--- src/rtl/uart_pkg.sv ---
// Shared UART definitions: FSM state encoding, line levels and parity selectors.
// Imported by both the TX and RX paths.
package uart_pkg;

  typedef logic [2:0] state_t;

  localparam state_t StIdle   = 3'd0;
  localparam state_t StStart  = 3'd1;
  localparam state_t StData   = 3'd2;
  localparam state_t StParity = 3'd3;
  localparam state_t StStop   = 3'd4;

  localparam logic START_BIT  = 1'b0;
  localparam logic STOP_BIT   = 1'b1;
  localparam logic IDLE_LEVEL = 1'b1;

  localparam logic EVEN = 1'b0;
  localparam logic ODD  = 1'b1;

  // Bit-index width for a frame of w data bits; never narrower than one bit.
  function automatic int unsigned cnt_width(input int unsigned w);
    return (w > 1) ? $clog2(w) : 1;
  endfunction

endpackage

--- src/rtl/uart_tx_frame_if.sv ---
// System-side handshake and serial-line bundle for the UART transmitter.
interface uart_tx_frame_if #(
  parameter int unsigned DATA_WIDTH = 8
);

  logic [DATA_WIDTH-1:0] P_DATA;
  logic                  Data_Valid;
  logic                  PAR_EN;
  logic                  PAR_TYP;
  logic                  TX_OUT;
  logic                  Busy;

  modport master (
    output P_DATA,
    output Data_Valid,
    output PAR_EN,
    output PAR_TYP,
    input  TX_OUT,
    input  Busy
  );

  modport slave (
    input  P_DATA,
    input  Data_Valid,
    input  PAR_EN,
    input  PAR_TYP,
    output TX_OUT,
    output Busy
  );

endinterface

--- src/rtl/uart_tx_parity_calc.sv ---
// Combinational parity of the latched frame data; odd parity inverts the XOR reduction.
module uart_tx_parity_calc
  import uart_pkg::*;
#(
  parameter int unsigned DATA_WIDTH = 8
) (
  input  logic [DATA_WIDTH-1:0] data_i,
  input  logic                  par_typ_i,
  output logic                  parity_o
);

  assign parity_o = (^data_i) ^ (par_typ_i == ODD);

endmodule

--- src/rtl/uart_tx_frame.sv ---
// UART transmitter: start bit, LSB-first data, optional parity, one stop bit.
// One bit per CLK cycle; TX_OUT and Busy come straight from flops.
module uart_tx_frame
  import uart_pkg::*;
#(
  parameter int unsigned DATA_WIDTH = 8
) (
  input  logic            CLK,
  input  logic            RST,
  uart_tx_frame_if.slave  bus
);

  localparam int unsigned     CntW    = cnt_width(DATA_WIDTH);
  localparam logic [CntW-1:0] LastIdx = CntW'(DATA_WIDTH - 1);

  state_t                state_q, state_d;
  logic [CntW-1:0]       cnt_q, cnt_d;
  logic [DATA_WIDTH-1:0] data_q, data_d;
  logic                  par_en_q, par_en_d;
  logic                  par_typ_q, par_typ_d;
  logic                  tx_q, tx_d;
  logic                  busy_q, busy_d;
  logic [CntW-1:0]       cnt_nxt;
  logic                  par_bit;

  // Parity only ever sees the latched copy, so late input changes cannot leak in.
  uart_tx_parity_calc #(
    .DATA_WIDTH (DATA_WIDTH)
  ) u_parity (
    .data_i    (data_q),
    .par_typ_i (par_typ_q),
    .parity_o  (par_bit)
  );

  assign cnt_nxt = cnt_q + CntW'(1);

  // Next-state logic also decides the next line level, keeping TX_OUT registered.
  always_comb begin
    state_d   = state_q;
    cnt_d     = cnt_q;
    data_d    = data_q;
    par_en_d  = par_en_q;
    par_typ_d = par_typ_q;
    tx_d      = tx_q;
    busy_d    = busy_q;

    unique case (state_q)
      StIdle: begin
        tx_d   = IDLE_LEVEL;
        busy_d = 1'b0;
        if (bus.Data_Valid) begin
          data_d    = bus.P_DATA;
          par_en_d  = bus.PAR_EN;
          par_typ_d = bus.PAR_TYP;
          state_d   = StStart;
          tx_d      = START_BIT;
          busy_d    = 1'b1;
        end
      end
      StStart: begin
        state_d = StData;
        cnt_d   = '0;
        tx_d    = data_q[0];
      end
      StData: begin
        if (cnt_q == LastIdx) begin
          cnt_d = '0;
          if (par_en_q) begin
            state_d = StParity;
            tx_d    = par_bit;
          end else begin
            state_d = StStop;
            tx_d    = STOP_BIT;
          end
        end else begin
          cnt_d = cnt_nxt;
          tx_d  = data_q[cnt_nxt];
        end
      end
      StParity: begin
        state_d = StStop;
        tx_d    = STOP_BIT;
      end
      StStop: begin
        state_d = StIdle;
        tx_d    = IDLE_LEVEL;
        busy_d  = 1'b0;
      end
      default: begin
        state_d = StIdle;
        cnt_d   = '0;
        tx_d    = IDLE_LEVEL;
        busy_d  = 1'b0;
      end
    endcase
  end

  always_ff @(posedge CLK or negedge RST) begin
    if (!RST) begin
      state_q   <= StIdle;
      cnt_q     <= '0;
      data_q    <= '0;
      par_en_q  <= 1'b0;
      par_typ_q <= 1'b0;
      tx_q      <= IDLE_LEVEL;
      busy_q    <= 1'b0;
    end else begin
      state_q   <= state_d;
      cnt_q     <= cnt_d;
      data_q    <= data_d;
      par_en_q  <= par_en_d;
      par_typ_q <= par_typ_d;
      tx_q      <= tx_d;
      busy_q    <= busy_d;
    end
  end

  assign bus.TX_OUT = tx_q;
  assign bus.Busy   = busy_q;

endmodule

--- src/flat_wrapper.sv ---
// flat-port wrapper written by rule: the top's interface ports become plain ports
module uart_tx_frame_flat import uart_pkg::*;
#(
  parameter int unsigned DATA_WIDTH = 8
)
  (CLK, RST, bus_P_DATA, bus_Data_Valid, bus_PAR_EN, bus_PAR_TYP, bus_TX_OUT, bus_Busy);
  uart_tx_frame_if #(.DATA_WIDTH(DATA_WIDTH)) bus_i ();
  input  logic CLK;
  input  logic RST;
  input wire logic [$bits(bus_i.P_DATA)-1:0] bus_P_DATA;
  input wire logic [$bits(bus_i.Data_Valid)-1:0] bus_Data_Valid;
  input wire logic [$bits(bus_i.PAR_EN)-1:0] bus_PAR_EN;
  input wire logic [$bits(bus_i.PAR_TYP)-1:0] bus_PAR_TYP;
  output wire logic [$bits(bus_i.TX_OUT)-1:0] bus_TX_OUT;
  output wire logic [$bits(bus_i.Busy)-1:0] bus_Busy;
  assign bus_i.P_DATA = bus_P_DATA;
  assign bus_i.Data_Valid = bus_Data_Valid;
  assign bus_i.PAR_EN = bus_PAR_EN;
  assign bus_i.PAR_TYP = bus_PAR_TYP;
  assign bus_TX_OUT = bus_i.TX_OUT;
  assign bus_Busy = bus_i.Busy;
  uart_tx_frame #(.DATA_WIDTH(DATA_WIDTH)) u_core (.CLK(CLK), .RST(RST), .bus(bus_i));
endmodule
--- config.mk ---
export PLATFORM = sky130hd
export DESIGN_NAME = uart_tx_frame_flat
export DESIGN_NICKNAME = d
export VERILOG_FILES = /design/src/rtl/uart_pkg.sv /design/src/rtl/uart_tx_frame_if.sv /design/src/rtl/uart_tx_parity_calc.sv /design/src/rtl/uart_tx_frame.sv /design/src/flat_wrapper.sv
export SDC_FILE = /design/constraint.sdc
export NUM_CORES = 1
export LEC_CHECK = 0
export BUFFER_PORTS_ARGS = -buffer_cell sky130_fd_sc_hd__buf_2
export CAP_MARGIN = 20
export CORE_MARGIN = 2
export CORE_UTILIZATION = 50
export DETAILED_ROUTE_END_ITERATION = 12
export MAX_ROUTING_LAYER = met4
export PLACE_DENSITY = 0.72
export SLEW_MARGIN = 20
export SYNTH_ARGS = -nofsm -noshare
export SYNTH_HDL_FRONTEND = slang
export SYNTH_HIERARCHICAL = 1
export SYNTH_SLANG_ARGS = --single-unit
--- constraint.sdc ---
create_clock -name CLK -period 2 [get_ports CLK]
set_input_delay 0.2 -clock CLK [delete_from_list [all_inputs] [get_ports CLK]]
set_output_delay 0.2 -clock CLK [all_outputs]
set_load 0.01 [all_outputs]
* Word level (Yosys, flattened, before mapping) *
Cells that the tools add are included.

word-level totals
  word-level logic and storage cells = 37
  ROM bits = 0
  output and inout port bits = 2
  register bits = 18
  bits in writable memories = 0
  memories = 0
  latch bits = 0
  bits of input ports = 13

operators by class
  multiply operators = 0
  muxes and demuxes = 14
  add/subtract/negate cells = 1
  reduce and logical (&&, ||, !) cells = 6
  divide/modulo/power cells = 0
  shift-type cells = 0
  bitwise gates (word level) = 1
  equality and inequality tests = 7
  $lt $le $gt $ge = 1

operator list
  kind                   count
  $mux W3                4
  $pmux W3 S4            1
  $reduce_xor A8 Y1      1
  $eq A3 B2 Y1 const B   2
  $eq A3 B3 Y1 const B   2
  $pmux W3 S2            1
  $reduce_or A3 Y1       2
  $mux W1                5
  $lt A3 B4 Y1 const B   1
  $reduce_and A2 Y1      2
  $add A3 B1 Y3 const B  1
  $bmux W1 S3            1
  $eq A3 B1 Y1 const B   1
  $logic_not A3 Y1       1
  $pmux W1 S3            1
  $ne A2 B1 Y1 const B   1
  $ne A2 B2 Y1 const B   1
  $pmux W1 S2            1
  $xor A1 B1 Y1          1

* Longest topological paths before layout *
Gate-level depths: netlist of the first run.

  word-level depth = 5
  gate-level depth with buffers = 5

* Modules after synthesis *
The synthesis of the first run kept the hierarchy.

by module, submodules not included
  module               cells each  area each (µm²)  sequential area each (µm²)  times used
  uart_tx_frame        74          882.1            451.7                       1
  uart_tx_parity_calc  7           82.6             0.0                         1

* Least setup slack after synthesis of the first run *
No wires, ideal clock.

  kind = register to register
  start = register u_core.cnt_q[0]
  end = register u_core.tx_q, in the netlist u_core/bus.TX_OUT
  data required time = 1,910 ps
  period minus slack after synthesis = 1,500 ps
  setup time = 90 ps
  cell stages (with the launch flop) = 6
  arrival = 1,410 ps
  setup slack = 500 ps
  cell sequence = dfrtp_1 > ha_1 > ha_1 > mux4_1 > o2111ai_1 > o211ai_1

on the way
  cells in the longest elaborated chain, start to end = 5
  elaborated cells on any way between the ends = 6
  classes of those cells = 1 x add/sub; 1 x eq/ne; 4 x mux

RTL lines
  item                           RTL line              RTL
  start: declaration             uart_tx_frame.sv:17   logic [CntW-1:0] cnt_q, cnt_d;
  start signal: assignment       uart_tx_frame.sv:109  cnt_q <= cnt_d;
  $add A3 B1 Y3                  uart_tx_frame.sv:35   assign cnt_nxt = cnt_q + CntW'(1);
  $bmux W1 S3                    uart_tx_frame.sv:77   tx_d = data_q[cnt_nxt];
  $mux W1 (not written as such)  uart_tx_frame.sv:77
  $mux W1 (*)                    uart_tx_frame.sv:66   if (cnt_q == LastIdx) begin
  $pmux W1 S3 (*)                uart_tx_frame.sv:47   unique case (state_q)
  net u_core.tx_d                uart_tx_frame.sv:21   logic tx_q, tx_d;
  end signal: assignment         uart_tx_frame.sv:113  tx_q <= tx_d;
  end: declaration               uart_tx_frame.sv:21

The timed path passes the listed nets; every way through them passes the cells marked *. The select of a mux whose other input is x is not followed.
A chain may end at the register's enable or synchronous reset.

* Worst setup path after layout of the first run *
Ends and elaborated chain as after synthesis.

==> flow_summary.json, run 1 <==
{
  "stdcell_area_sq_um": 1110,
  "syn_inst": 81,
  "p_sw_frac": 0.359,
  "critPathLaunch": "u_core/cnt_q[0]",
  "drv_slew": 0,
  "hold_viol": 0,
  "syn-num-nets": 96,
  "cp-end-kind": "register",
  "worst-slew-pin-transition_ns": 0.404,
  "cap_violations": 0,
  "grt_max_degree": 19,
  "drt_iter0_markers": 11,
  "syn_to_final_growth_pct": 15.2,
  "core-area_sq_um": 1760,
  "grt_antenna_before_repair": 0,
  "synth_cell_types": 29,
  "crit_type": "register to register",
  "die_h_microns": 47.9,
  "synth_edf_count": 0,
  "whs_path_depth": 3,
  "clock-sinks": 18,
  "crit_arrival_ns": 1.90,
  "clkLatencyLatePin_ns": 0.29,
  "startpoint_type": "register",
  "rr_endpoint": "u_core/bus.TX_OUT",
  "io_pins": 15,
  "syn_avg_cell_area_sq_um": 11.9,
  "outcome": "finished clean",
  "start_util": 0.547,
  "placed_area_sq_um": 1060,
  "hp-class": "input port to register",
  "rsz0062_at_grt": "no",
  "final-seq-area_sq_um": 452,
  "intPower_uw": 1210,
  "io_buffers": 14,
  "synth-simple-area-share": 0.119,
  "setup_tns_ns": 0,
  "vdd_ir_drop_max_mv": 0.923,
  "grt.total_usage": 0.200,
  "first_pass_iters": 4,
  "synth_mux_area_frac": 0.166,
  "gp_congestion": 0.727,
  "synth_top_family_by_area": "multiplexers",
  "multi_input_area_sq_um": 489,
  "ff2ff_setup_slack_ns": 0.31,
  "grt_pass1_wl_mm": 3.08,
  "drt-total-wl_mm": 1.67,
  "insertedDiodeCount": 0,
  "cts_tree": "yes",
  "dr_total_vias": 668,
  "synth_flop_cell": "dfrtp_1",
  "worstPathMaxFanout": 7,
  "fill_cells": 163,
  "cts.clk_slew.worst_paths_ns": 0.11,
  "clkPwrFrac": 0.120,
  "slew_headroom": 0.730,
  "finalNetCount": 116,
  "cp_data_required_time_ns": 2.21,
  "ys_warn_count": 6,
  "die_w_microns": 47.9,
  "drc_errors": 0,
  "synth_compound_area_frac": 0.110,
  "worstReg2RegStart": "u_core/cnt_q[0]",
  "synthAdderAreaFrac": 0.0259,
  "cts_buffers": 3,
  "max-clock-path-buffers": 2,
  "finalSetupViolCount": 0,
  "p_leak_uw": 0.000499,
  "min_from": "bus_PAR_EN",
  "overflow": 0,
  "rr_worst_depth": 5,
  "ant_nets": 0,
  "grt_pass1_vias": 704,
  "dieArea_sq_um": 2300,
  "synth-seq-area-share": 0.468,
  "post_drt_wl_per_cell_microns": 13.4,
  "placementRows": 15,
  "p_comb_frac": 0.499,
  "dp_hpwl_mm": 1.27,
  "max_freq_mhz": 591,
  "synthArstFlopShare": 1.00,
  "synth_xor_area_frac": 0.0856,
  "p_seq_frac": 0.381,
  "fin_crit_sh": 0.846,
  "syn_area_sq_um": 965,
  "p_switching_uw": 677,
  "drive_gt1_frac": 0.340,
  "cts-root-buf": "clkbuf_4",
  "cts_max_level": 1,
  "fin_crit_ns": 1.69,
  "skew_ns": 0.00870,
  "via_per_inst": 5.34,
  "whs_endpoint": "u_core/par_en_q",
  "ys_ff_latch": 18,
  "power_density_nw_per_um2": 1700
}
==> area by class of cell <==
class                   count  area share
well taps                  25      0.0282
repair buffers             17      0.0856
inverters                   2     0.00676
flip-flops and latches     18       0.407
multi-input cells          59       0.440
clock buffers               4      0.0327
==> logic make-up (layout without fill, tap and decap cells) <==
| family | Yosys count | in the layout |
|---|---|---|
| AOI/OAI and AO/OA | 18 | 18 |
| xor gates and xnor gates | 7 | 7 |
| adders and majority gates | 2 | 2 |
| buffers and inverters | 4 | 23 |
| DFF | 18 | 18 |
| muxes | 13 | 13 |
| and+or+nand+nor | 19 | 19 |
==> placed cells by master (no fill, tap or decap), types with 2 or more instances in the layout <==
cell / netlist / routed
nor3b_1: 2 / 2
ha_1: 2 / 2
o21ai_0: 6 / 6
buf_4: 0 / 2
inv_1: 2 / 2
xnor2_1: 4 / 4
dfrtp_1: 17 / 17
mux2_2: 11 / 11
clkbuf_4: 0 / 3
nand2_1: 7 / 7
nor3_1: 2 / 2
nor2_1: 3 / 3
a21oi_1: 7 / 7
buf_2: 1 / 14
==> state kept, by name, indices dropped and copies added, names as in the netlist <==
register,flops
u_core/data_q,8
u_core/cnt_q,3
u_core/state_q,3
u_core/bus.Busy,1
u_core/bus.TX_OUT,1
u_core/par_en_q,1
u_core/par_typ_q,1
==> worst max-delay path, cell delays in order (launching register included) <==
cell	delay (ns)
dfrtp_1	0.49
ha_1	0.24
ha_1	0.34
mux4_1	0.31
o2111ai_1	0.11
o211ai_1	0.12
==> stage by stage <==
step / setup slack (ns) / util / instances / power [uW] / hold WS (ns)
2_1_floorplan: 0.500 / - / 81 / 1480 / -0.0956
5_1_grt: 0.191 / 0.630 / 125 / 2060 / 0.126
3_3_place_gp: 0.368 / 0.604 / 120 / 1630 / 0.152
3_5_place_dp: 0.329 / 0.604 / 120 / 1670 / 0.158
6_report: 0.308 / 0.630 / 125 / 1890 / 0.103
4_1_cts: 0.312 / 0.630 / 125 / 1910 / 0.0979
==> Yosys cell counts (2+ instances only) <==
| master | number | share of area |
|---|---|---|
| a21oi_1 | 7 | 0.036 |
| dfrtp_1 | 17 | 0.44 |
| ha_1 | 2 | 0.026 |
| inv_1 | 2 | 0.0078 |
| mux2_2 | 11 | 0.13 |
| nand2_1 | 7 | 0.027 |
| nor2_1 | 3 | 0.012 |
| nor3_1 | 2 | 0.010 |
| nor3b_1 | 2 | 0.016 |
| o21ai_0 | 6 | 0.031 |
| xnor2_1 | 4 | 0.036 |
==> per-layer routing <==
layer | wire length, microns | vias up | share of wire | track usage
met1 | 758 | 324 | 0.45 | 0.264
met4 | 5 | 0 | 0.0030 | 0.0649
li1 | - | 330 | - | -
met2 | 862 | 12 | 0.51 | 0.320
met5 | 0 | - | 0 | -
met3 | 48 | 2 | 0.029 | 0.0226
==> repair_timing <==
action / in CTS / in global routing
hold buffers: 1 / 0
endpoints found under the setup margin: 0 / 0
endpoints found under the hold margin: 17 / 0
setup buffers: 0 / 0
resized for setup: 0 / 0
==> worst max path at each step <==
stage	to	cells past startpoint	slack [ns]
3_5_place_dp	u_core/bus.TX_OUT	5	0.33
5_1_grt	u_core/bus.TX_OUT	5	0.19
2_1_floorplan	u_core/bus.TX_OUT	5	0.50
6_report	u_core/bus.TX_OUT	5	0.31
3_3_place_gp	u_core/bus.TX_OUT	5	0.37
4_1_cts	u_core/bus.TX_OUT	5	0.31
==> power groups by stage <==
stage          Combinational, uW  Sequential, uW  Clock [uW]
2_1_floorplan                790             693           0
3_3_place_gp                 907             723           0
3_5_place_dp                 941             731           0
4_1_cts                      948             722         237
5_1_grt                     1070             752         247
6_report                     941             720         226
(Power assumes the default switching activity.)
==> inputs of run 2 (changes only) <==
==> constraint.sdc (replaced) <==
create_clock -name CLK -period 1.56 [get_ports CLK]
set_input_delay 0.156 -clock CLK [delete_from_list [all_inputs] [get_ports CLK]]
set_output_delay 0.156 -clock CLK [all_outputs]
set_load 0.01 [all_outputs]
==> flow_summary.json, run 2 (synthesized netlist as in run 1, its figures left out) <==
{
  "final_common_cell": "dfrtp_1",
  "cp_data_required_time_ns": 1.78,
  "dr_total_vias": 698,
  "startpoint_type": "register",
  "dp_hpwl_mm": 1.38,
  "cts-root-buf": "clkbuf_4",
  "post_drt_wl_per_cell_microns": 14.1,
  "clock-sinks": 18,
  "cts_buffers": 3,
  "reg_top3": "u_core/data_q: 8 flops, u_core/cnt_q: 3 flops, u_core/state_q: 3 flops",
  "place_worst_setup_slack_ns": 0.00859,
  "via_per_inst": 5.41,
  "cp-end-kind": "register",
  "ant_nets": 0,
  "outcome": "finished with violations",
  "drv_slew": 0,
  "io_pins": 15,
  "worstPathMaxFanout": 2,
  "final_cell_mix": "dfrtp_1, buf_2, mux2_2",
  "grt_pass1_wl_mm": 3.15,
  "multi_input_area_sq_um": 497,
  "first_pass_iters": 4,
  "drt-total-wl_mm": 1.82,
  "violations": "setup timing",
  "gp_congestion": 0.735,
  "p_switching_uw": 967,
  "largest_register_ff_count": 8,
  "skew_ns": 0.00197,
  "slew_headroom": 0.729,
  "grt_antenna_before_repair": 0,
  "rsz0062_at_grt": "yes",
  "hold_viol": 0,
  "grt_pass1_vias": 720,
  "vdd_ir_drop_max_mv": 1.49,
  "fin_crit_sh": 1.02,
  "p_leak_uw": 0.000528,
  "max-clock-path-buffers": 2,
  "fin_total_pwr_uw": 2670,
  "cts_tree": "yes",
  "cts.clk_slew.worst_paths_ns": 0.11,
  "crit_arrival_ns": 1.82,
  "clkLatencyLatePin_ns": 0.30,
  "finalSetupViolCount": 1,
  "intPower_uw": 1700,
  "power_density_nw_per_um2": 2300,
  "regMostFlops": "u_core/data_q",
  "hp-class": "input port to register",
  "die_h_microns": 47.9,
  "syn_to_final_growth_pct": 20.4,
  "insertedDiodeCount": 0,
  "p_comb_frac": 0.566,
  "io_buffers": 14,
  "p_seq_frac": 0.325,
  "p_sw_frac": 0.362,
  "die_w_microns": 47.9,
  "clkPwrFrac": 0.110,
  "cap_violations": 0,
  "fin_crit_ns": 1.59,
  "final-seq-area_sq_um": 452,
  "ff2ff_setup_slack_ns": -0.03,
  "max_freq_mhz": 628,
  "fill_cells": 166,
  "start_util": 0.547,
  "grt.total_usage": 0.206,
  "grt_max_degree": 19,
  "placementRows": 15,
  "drc_errors": 0,
  "core-area_sq_um": 1760,
  "fin_util": 0.658,
  "worst-slew-pin-transition_ns": 0.406,
  "crit_type": "register to register",
  "overflow": 0,
  "drive_gt1_frac": 0.375,
  "finalNetCount": 120,
  "dieArea_sq_um": 2300,
  "drt_iter0_markers": 9,
  "setup_slack_ns": -0.0326,
  "cts_max_level": 1
}
-- run 2: cell count changes in the layout (fill, tap and decap cells not counted), sizes merged --
cell  previous run  this run
buf             16        20
-- run 2: area by class of cell --
class                           count  area share
Clock buffer                        4      0.0313
Tap cell                           25      0.0269
Inverter                            2     0.00647
Timing Repair Buffer               21       0.119
Multi-Input combinational cell     59       0.428
Sequential cell                    18       0.389
-- run 2: final timing paths --
path / startpoint / to / cells past startpoint
setup / recovery: u_core/par_typ_q / u_core/bus.TX_OUT / 5
hold / removal: bus_P_DATA[5] / u_core/data_q[5] / 2
setup reg to reg: u_core/par_typ_q / u_core/bus.TX_OUT / 5
hold reg to reg: u_core/cnt_q[1] / u_core/cnt_q[1] / 2
max in group asynchronous: RST / u_core/bus.TX_OUT / 2
min in group asynchronous: RST / u_core/cnt_q[2] / 2
-- run 2: metal layers --
metal,vias up,global-route usage,routed length [microns]
met2,16,0.352,925
met5,-,-,0
met3,4,0.0226,54
met4,0,0.0649,20
met1,339,0.254,821
li1,339,-,-
-- run 2: per-stage QoR --
stage                     TNS, ns  std cells  hold WS (ns)  cell area, sq um
after floorplan                 0         81        -0.140               965
after global placement          0        123         0.105              1100
after detailed placement        0        123         0.107              1100
after CTS                       0        128        0.0779              1150
after global routing       -0.104        129        0.0860              1160
final                     -0.0326        129        0.0805              1160
-- run 2: worst max-delay path, cell delays in order (launching register included) --
cell and delay, ns:
dfrtp_1 0.40, xnor2_1 0.18, xnor3_1 0.46, xnor2_2 0.16
o2111ai_1 0.20, o211ai_1 0.11
-- run 2: timing repair --
| item | CTS | global route |
|---|---|---|
| buffers inserted | 0 | 1 |
| hold buffers | 1 | 0 |
| setup endpoints to repair | 1 | 1 |
| resized for setup | 0 | 1 |
| pin swaps | 1 | 4 |
| hold endpoints to repair | 17 | 0 |
-- run 2: power groups by stage --
stage / logic, uW / registers (uW) / clock network, uW
2_1_floorplan: 1010 / 889 / 0
3_3_place_gp: 1290 / 870 / 0
3_5_place_dp: 1340 / 884 / 0
4_1_cts: 1350 / 872 / 301
5_1_grt: 1630 / 897 / 320
6_report: 1510 / 866 / 293
==> inputs of run 3 (changes only) <==
--- a/config.mk
+++ b/config.mk
@@ -11,7 +11,7 @@
 export CORE_UTILIZATION = 50
 export DETAILED_ROUTE_END_ITERATION = 12
 export MAX_ROUTING_LAYER = met4
-export PLACE_DENSITY = 0.72
+export PLACE_DENSITY = 0.78
 export SLEW_MARGIN = 20
 export SYNTH_ARGS = -nofsm -noshare
 export SYNTH_HDL_FRONTEND = slang
==> flow_summary.json, run 3 (synthesized netlist as in run 1, its figures left out) <==
{
  "setup_slack_ns": -0.00738,
  "critPathCapture": "u_core/bus.TX_OUT",
  "largest_register_ff_count": 8,
  "power_density_nw_per_um2": 2300,
  "vdd_ir_drop_max_mv": 1.55,
  "placed_cells": 123,
  "fin_total_pwr_uw": 2680,
  "rsz0062_at_grt": "yes",
  "ant_nets": 0,
  "crit_type": "register to register",
  "grt_pass1_vias": 657,
  "clkLatencyLatePin_ns": 0.30,
  "dieArea_sq_um": 2300,
  "cts_tree": "yes",
  "max-clock-path-buffers": 2,
  "max_freq_mhz": 638,
  "drc_errors": 0,
  "ff2ff_setup_slack_ns": -0.007,
  "die_h_microns": 47.9,
  "reg_top3": "u_core/data_q: 8 flops, u_core/cnt_q: 3 flops, u_core/state_q: 3 flops",
  "io_pins": 15,
  "grt_antenna_before_repair": 0,
  "p_leak_uw": 0.000529,
  "drt_iter0_markers": 10,
  "finalNetCount": 120,
  "cap_violations": 0,
  "path_buf_inv": 0,
  "rr_endpoint": "u_core/bus.TX_OUT",
  "cts_max_level": 1,
  "fin_crit_ns": 1.57,
  "slew_headroom": 0.734,
  "worstReg2RegStart": "u_core/data_q[6]",
  "cp_data_required_time_ns": 1.77,
  "crit_family": "XOR/XNOR gates",
  "drt-total-wl_mm": 1.74,
  "fin_crit_sh": 1.00,
  "hold_viol": 0,
  "worstPathMaxFanout": 2,
  "crit_slowest_cell": "xnor3_1",
  "post_drt_wl_per_cell_microns": 13.5,
  "violations": "setup timing",
  "hp-class": "input port to register",
  "placementRows": 15,
  "insertedDiodeCount": 0,
  "finalSetupViolCount": 1,
  "dp_hpwl_mm": 1.27,
  "drive_gt1_frac": 0.385,
  "instances_no_fill": 129,
  "outcome": "finished with violations",
  "die_w_microns": 47.9,
  "gp_congestion": 0.759,
  "clock-sinks": 18,
  "final_cell_mix": "dfrtp_1, buf_2, mux2_2",
  "worst-slew-pin-transition_ns": 0.399,
  "path_depth": 5,
  "overflow": 0,
  "start_util": 0.547,
  "regMostFlops": "u_core/data_q",
  "drv_slew": 0,
  "crit_arrival_ns": 1.78,
  "skew_ns": 0.00851,
  "rr_worst_depth": 5,
  "grt_max_degree": 19,
  "fill_cells": 140,
  "first_pass_iters": 4,
  "grt.total_usage": 0.204,
  "final_common_cell": "dfrtp_1",
  "cts_buffers": 3,
  "cts.clk_slew.worst_paths_ns": 0.11,
  "cp-end-kind": "register",
  "cts-root-buf": "clkbuf_4",
  "critPathLaunch": "u_core/data_q[6]",
  "critPathMaxStageDelay_ns": 0.45,
  "via_per_inst": 5.45,
  "core-area_sq_um": 1760,
  "io_buffers": 14,
  "crit_chain": "xnor2_1, xnor3_1, xnor2_2, o2111ai_1, o211ai_1",
  "syn_to_final_growth_pct": 21.0,
  "grt_pass1_wl_mm": 3.00,
  "startpoint_type": "register",
  "dr_total_vias": 703
}
run 3: cell counts in the layout (fill, tap and decap cells not counted):
Identical to the previous run, type by type.
run 3: cell type report:
| type | count | area, sq um | share of cell area |
|---|---|---|---|
| Inverter | 2 | 7.51 | 0.00643 |
| Tap cell | 25 | 31.3 | 0.0268 |
| Timing Repair Buffer | 21 | 138 | 0.118 |
| Multi-Input combinational cell | 59 | 503 | 0.431 |
| Clock buffer | 4 | 36.3 | 0.0311 |
| Sequential cell | 18 | 452 | 0.387 |
run 3: metrics by stage:
stage	TNS (ns)	setup slack, ns	hold slack, ns	cell area (sq um)	util
2_1_floorplan	0	0.0596	-0.140	965	-
3_3_place_gp	0	0.0586	0.108	1100	0.623
3_5_place_dp	-0.0724	-0.0724	0.111	1100	0.623
4_1_cts	-0.0192	-0.0192	0.0553	1160	0.658
5_1_grt	-0.0988	-0.0952	0.0587	1170	0.662
6_report	-0.00738	-0.00738	0.0546	1170	0.662
run 3: how the worst min path moves through the flow:
stage | cells after the start | from | to | slack, ns
2_1_floorplan | 0 | RST | u_core/bus.Busy | -0.14
3_3_place_gp | 1 | RST | u_core/cnt_q[0] | 0.11
3_5_place_dp | 1 | RST | u_core/cnt_q[0] | 0.11
4_1_cts | 3 | bus_PAR_EN | u_core/par_en_q | 0.06
5_1_grt | 3 | bus_PAR_EN | u_core/par_en_q | 0.06
6_report | 3 | bus_PAR_EN | u_core/par_en_q | 0.05
run 3: report_power, final:
| part | internal (uW) | switching, uW | total, uW | leakage (uW) |
|---|---|---|---|---|
| clock network | 142 | 146 | 289 | 0.0000210 |
| registers | 689 | 176 | 865 | 0.000219 |
| logic | 883 | 648 | 1530 | 0.000289 |
| total | 1710 | 971 | 2680 | 0.000529 |
run 3: tightest hold or removal path, cell delays in order:
cell and delay [ns]:
buf_2 0.07, nand2_1 0.03, o21ai_0 0.06
run 3: what timing repair did:
item                       in CTS  in global routing
setup buffers                   1                  0
setup endpoints to repair       1                  1
resized for setup               2                  1
hold buffers                    1                  0
pin swaps                       5                  0
hold endpoints to repair       17                  0
run 3: layer usage:
| metal | up-vias | global-route usage | share of wire |
|---|---|---|---|
| li1 | 343 | - | - |
| met5 | - | - | 0 |
| met4 | 0 | 0.0973 | 0.0080 |
| met3 | 2 | 0.0453 | 0.030 |
| met1 | 342 | 0.262 | 0.47 |
| met2 | 16 | 0.304 | 0.49 |
